<file path="src/rtl/register_bank.sv">
// Two-read/one-write register bank with write enable, optional hardwired
// zero register, same-cycle write-to-read bypass, and a synchronous reset
// that clears the array one entry per clock while Busy is high.
module register_bank #(
  parameter int DATA_W   = 32,
  parameter int ADDR_W   = 5,
  parameter int NUM_REGS = 32,
  parameter int ZERO_REG = 1
) (
  input  logic              Clock,
  input  logic              Reset,
  input  logic              Reg_Write,
  input  logic [ADDR_W-1:0] Write_Register,
  input  logic [DATA_W-1:0] Write_Data,
  input  logic [ADDR_W-1:0] Read_Register1,
  input  logic [ADDR_W-1:0] Read_Register2,
  output logic [DATA_W-1:0] Read_Data1,
  output logic [DATA_W-1:0] Read_Data2,
  output logic              Busy
);

  // Array index width; the sweep counter is one bit wider than an address
  // so NUM_REGS == 2**ADDR_W can be represented without wrapping.
  localparam int IDX_W = (NUM_REGS > 1) ? $clog2(NUM_REGS) : 1;
  localparam logic [ADDR_W:0] NREGS_C = (ADDR_W+1)'(NUM_REGS);
  localparam logic [ADDR_W:0] LAST_C  = (ADDR_W+1)'(NUM_REGS - 1);
  localparam logic [ADDR_W:0] ONE_C   = (ADDR_W+1)'(1);

  typedef enum logic {
    CLEAR = 1'b0,
    RUN   = 1'b1
  } state_e;

  state_e            state_q, state_d;
  logic [ADDR_W:0]   idx_q, idx_d;
  logic [DATA_W-1:0] mem_q [NUM_REGS];

  logic              wr_ok_s;
  logic              mem_we_s;
  logic [IDX_W-1:0]  mem_waddr_s;
  logic [DATA_W-1:0] mem_wdata_s;

  // An address is readable/writable if implemented and not the hardwired zero.
  function automatic logic addr_ok(input logic [ADDR_W-1:0] a);
    return ({1'b0, a} < NREGS_C) && !((ZERO_REG != 0) && (a == '0));
  endfunction

  // Resolve one read port: busy, then unmapped/zero, then bypass, then array.
  function automatic logic [DATA_W-1:0] read_port(
    input logic              busy,
    input logic [ADDR_W-1:0] a,
    input logic              wr_ok,
    input logic [ADDR_W-1:0] wa,
    input logic [DATA_W-1:0] wd,
    input logic [DATA_W-1:0] stored
  );
    logic [DATA_W-1:0] r;
    if (busy) begin
      r = '0;
    end else if (!addr_ok(a)) begin
      r = '0;
    end else if (wr_ok && (wa == a)) begin
      r = wd;
    end else begin
      r = stored;
    end
    return r;
  endfunction

  // State and sweep-index registers; reset restarts the sweep from entry 0.
  always_ff @(posedge Clock) begin
    if (Reset) begin
      state_q <= CLEAR;
      idx_q   <= '0;
    end else begin
      state_q <= state_d;
      idx_q   <= idx_d;
    end
  end

  // Next-state logic: advance the sweep, leave CLEAR after the last entry.
  always_comb begin
    state_d = state_q;
    idx_d   = idx_q;
    case (state_q)
      CLEAR: begin
        idx_d = idx_q + ONE_C;
        if (idx_q == LAST_C) begin
          state_d = RUN;
        end else begin
          state_d = CLEAR;
        end
      end
      RUN: begin
        state_d = RUN;
      end
      default: begin
        state_d = CLEAR;
        idx_d   = '0;
      end
    endcase
  end

  // Array write port: sweep clears in CLEAR, qualified user write in RUN.
  always_comb begin
    wr_ok_s     = Reg_Write && addr_ok(Write_Register) && (state_q == RUN);
    mem_we_s    = 1'b0;
    mem_waddr_s = '0;
    mem_wdata_s = '0;
    if (Reset) begin
      mem_we_s = 1'b0;
    end else if (state_q == CLEAR) begin
      mem_we_s    = 1'b1;
      mem_waddr_s = idx_q[IDX_W-1:0];
    end else if (wr_ok_s) begin
      mem_we_s    = 1'b1;
      mem_waddr_s = Write_Register[IDX_W-1:0];
      mem_wdata_s = Write_Data;
    end else begin
      mem_we_s = 1'b0;
    end
  end

  // Storage array update.
  always_ff @(posedge Clock) begin
    if (mem_we_s) begin
      mem_q[mem_waddr_s] <= mem_wdata_s;
    end
  end

  // Busy flag and both combinational read ports.
  always_comb begin
    Busy       = (state_q == CLEAR);
    Read_Data1 = read_port(Busy, Read_Register1, wr_ok_s, Write_Register,
                           Write_Data, mem_q[Read_Register1[IDX_W-1:0]]);
    Read_Data2 = read_port(Busy, Read_Register2, wr_ok_s, Write_Register,
                           Write_Data, mem_q[Read_Register2[IDX_W-1:0]]);
  end

endmodule

</file>
<file path="config.mk">
export PLATFORM = sky130hd
export DESIGN_NAME = register_bank
export DESIGN_NICKNAME = d
export VERILOG_FILES = /design/src/rtl/register_bank.sv
export SDC_FILE = /design/constraint.sdc
export NUM_CORES = 1
export LEC_CHECK = 0
export BUFFER_PORTS_ARGS = -buffer_cell sky130_fd_sc_hd__buf_2
export CAP_MARGIN = 20
export CORE_ASPECT_RATIO = 0.8
export CORE_MARGIN = 4
export CORE_UTILIZATION = 48
export DETAILED_ROUTE_END_ITERATION = 7
export MAX_ROUTING_LAYER = met4
export PLACE_DENSITY = 0.71
export SETUP_SLACK_MARGIN = 0.4
export SYNTH_ARGS = -nofsm -noshare
export SYNTH_HDL_FRONTEND = slang
export SYNTH_SLANG_ARGS = --single-unit
</file>
<file path="constraint.sdc">
create_clock -name Clock -period 3.9 [get_ports Clock]
set_clock_uncertainty 0.05 [all_clocks]
set_input_delay 0.585 -clock Clock [delete_from_list [all_inputs] [get_ports Clock]]
set_output_delay 0.585 -clock Clock [all_outputs]
set_load 0.01 [all_outputs]
</file>
==> results.sh <==
export IMPL_status="finished, final reports clean"
export IMPL_fin_setup_tns_ns=0
export IMPL_syn_nets=2962
export IMPL_dieArea_mm2=0.1077
export IMPL_place_hpwl_um=88870
export IMPL_io_buffer_count=114
export IMPL_finalHoldViolations=0
export IMPL_synthTopCellsByArea="edfxtp_1 (63%), mux4_2 (13%), mux2i_1 (6.6%)"
export IMPL_setup_viol=0
export IMPL_crit_required_ns=3.26
export IMPL_cpPeakStageDelay_ns=0.38
export IMPL_period_share_pct=90.89
export IMPL_grt_pass1_vias=32144
export IMPL_cp_slowest_cell="o311ai_4"
export IMPL_cpMostUsedCell="buf_12"
export IMPL_critPathMaxFanout=32
export IMPL_root_buffer="clkbuf_16"
export IMPL_synthSimpleGateAreaFrac_pct=1.779
export IMPL_grt_pass1_wl_um=227500
export IMPL_synthMuxAreaShare_pct=22.69
export IMPL_crit_arrival_ns=2.91
export IMPL_relSlewSlack_pct=30.15
export IMPL_clk_latency_ns=0.68
export IMPL_drc=0
export IMPL_grt_max_degree=96
export IMPL_async_reset_ff_share_pct=0
export IMPL_initialDrtViolationCount=5095
export IMPL_synth_adder_area_share_pct=0.02545
export IMPL_cts_sinks=1031
export IMPL_netlist_area_mm2=0.04917
export IMPL_yosysSeqAreaShare_pct=62.82
export IMPL_power_leakage_nw=18.46
export IMPL_ant_nets=0
export IMPL_hold_class="input pin to flip-flop"
export IMPL_final_common_cell="edfxtp_1"
export IMPL_synthFlopType="edfxtp_1"
export IMPL_nets=3150
export IMPL_synth_compound_area_share_pct=9.721
export IMPL_cap_violations=0
export IMPL_dieWidth_um=365.8
export IMPL_post_synth_inst_count=2911
export IMPL_cp_cell_sequence="buf_12 -> xnor2_1 -> nand3_1 -> o311ai_4 -> buf_12 -> a21oi_1 -> buf_4 -> a211o_1 -> buf_2"
export IMPL_drive_gt1_share_pct=30.04
export IMPL_chipHeight_um=294.3
export IMPL_final_max_slew_violation_count=0
export IMPL_yosys_area_top_type="edfxtp_1"
export IMPL_drt_wirelength_per_cell_um=36.00
export IMPL_synth_seq_cells=1031
export IMPL_start_util_pct=48.63
export IMPL_yosysTopAreaCellShare_pct=62.54
export IMPL_critPathLaunchType="input pin"
export IMPL_groute_usage_overall_pct=30.01
export IMPL_crit_type="input pin to primary output"
export IMPL_synth_top_family_by_area="multiplexers"
export IMPL_max_freq_mhz=282.1
export IMPL_finalCriticalPeriod_ns=3.545
export IMPL_final_cell_mix="edfxtp_1 (1024), mux2i_1 (325), mux4_2 (288), o21ai_0 (160), mux2_2 (126)"
export IMPL_whs_ns=0.2159
export IMPL_clkTransAtPathRegs_ns=0.06
export IMPL_area_growth_pct=15.89
export IMPL_synthXorXnorAreaFrac_pct=0.2672
export IMPL_place_congestion=0.8891
export IMPL_dr_total_vias=32363
export IMPL_crit_path_end_kind="primary output"
export IMPL_ios=115
export IMPL_cts_htree_levels=3
export IMPL_p_per_area_mw_per_mm2=416.1
export IMPL_vias_per_cell=7.179
export IMPL_synthDistinctLibCells=44
export IMPL_ir_drop_mv=0.6075
export IMPL_clockBufferDepth=3
export IMPL_finalPower_w=0.02371
export IMPL_drt_wl_total_um=162300
export IMPL_antenna_found_initial=2
export IMPL_synth_edf_count=1024
export IMPL_core_area_mm2=0.1011
export IMPL_cts_made_buffers=99
export IMPL_synth_avg_cell_area_um2=16.89
export IMPL_rsz0062_at_grt="true"
export IMPL_first_pass_iters=6
export IMPL_grt_ovfl_total=0
export IMPL_worstMarginPinSlew_ns=1.048
export IMPL_cts_tree="yes"
export IMPL_ys_warn_count=0
export IMPL_rows=104
==> cell usage after synthesis, drive strengths merged (2+ instances only) <==
cell type and instances:
dfxtp 7, inv 66, o311ai 2, o21ai 160, nor2b 7, nand3 5
nor3 6, a21o 33, nor3b 31, a21oi 36, o221ai 63, clkbuf 133
a22oi 66, mux4 288, a211o 32, clkinv 2, nand2b 3, buf 106
a221oi 128, mux2i 325, nand2 19, o22ai 33, a211oi 63, nor2 52
xor2 4, o31ai 2, edfxtp 1024, xnor2 11, and2 33, a221o 32
mux2 126, or2 4
==> cell type report <==
type	instances	area [um2]
clock inverter	65	630.6
sequential	1031	30890
inverter	68	256.5
tap	1325	1658
multi-input combinational	1573	17440
antenna	1	2.502
fill	7481	44120
clock buffer	119	2595
timing repair buffer	326	3508
==> timing repair <==
item / CTS / global route
pin swaps: 1 / 5
hold buffers: 0 / 0
setup buffers: 8 / 9
setup endpoints to repair: 47 / 44
resized for setup: 21 / 25
cloned: 5 / 12
==> cells by family after synthesis <==
family | after synthesis
muxes | 739
AOI/OAI and AO/OA | 654
DFF | 1031
and+or+nand+nor | 164
buffers and inverters | 307
adders and majority gates | 1
xor gates and xnor gates | 15
==> registers in the layout (all words and copies together), names as in the netlist <==
signal   count
state_q      1
mem_q     1024
idx_q        6
==> critical path, delay by kind of cell <==
kind                   cells  cell delay (ns)
AO/OA/AOI/OAI              3             0.83
XOR/XNOR                   1             0.17
buffers and inverters      4             0.94
AND/OR/NAND/NOR            1             0.27
==> power breakdown <==
group,internal [W],switching (W)
Combinational,0.000747,0.00110
Sequential,0.0121,0.0000330
Clock,0.00554,0.00423
==> per-layer routing <==
layer	wire (um)	part of all wire (%)	global-route usage (%)
met2	71420	44	43.58
met3	24040	15	8.942
met5	0	0	-
met4	6194	3.8	9.825
met1	60620	37	40.90
==> path summary, 6_finish.rpt <==
path | from | to | slack, ns | cells after the start
min reg2reg | idx_q[5] | idx_q[5] | 0.52 | 2
min | Reset | idx_q[1] | 0.22 | 2
max reg2reg | state_q | mem_q[26][12] | 0.78 | 6
max | Read_Register2[0] | Read_Data2[24] | 0.36 | 9
==> through the flow <==
stage | setup WS [ns] | instance area (um2) | util (%) | instances
CTS | 0.3272 | 56480 | 55.86 | 4486
global route | 0.3529 | 56980 | 56.36 | 4508
finish | 0.3553 | 56980 | 56.36 | 4508
detailed placement | 0.1417 | 52880 | 52.30 | 4289
floorplan | 0.8048 | 49170 | - | 2911
global placement | 0.03461 | 52860 | 52.29 | 4288
Note: power is estimated with default switching activity, not from simulation.
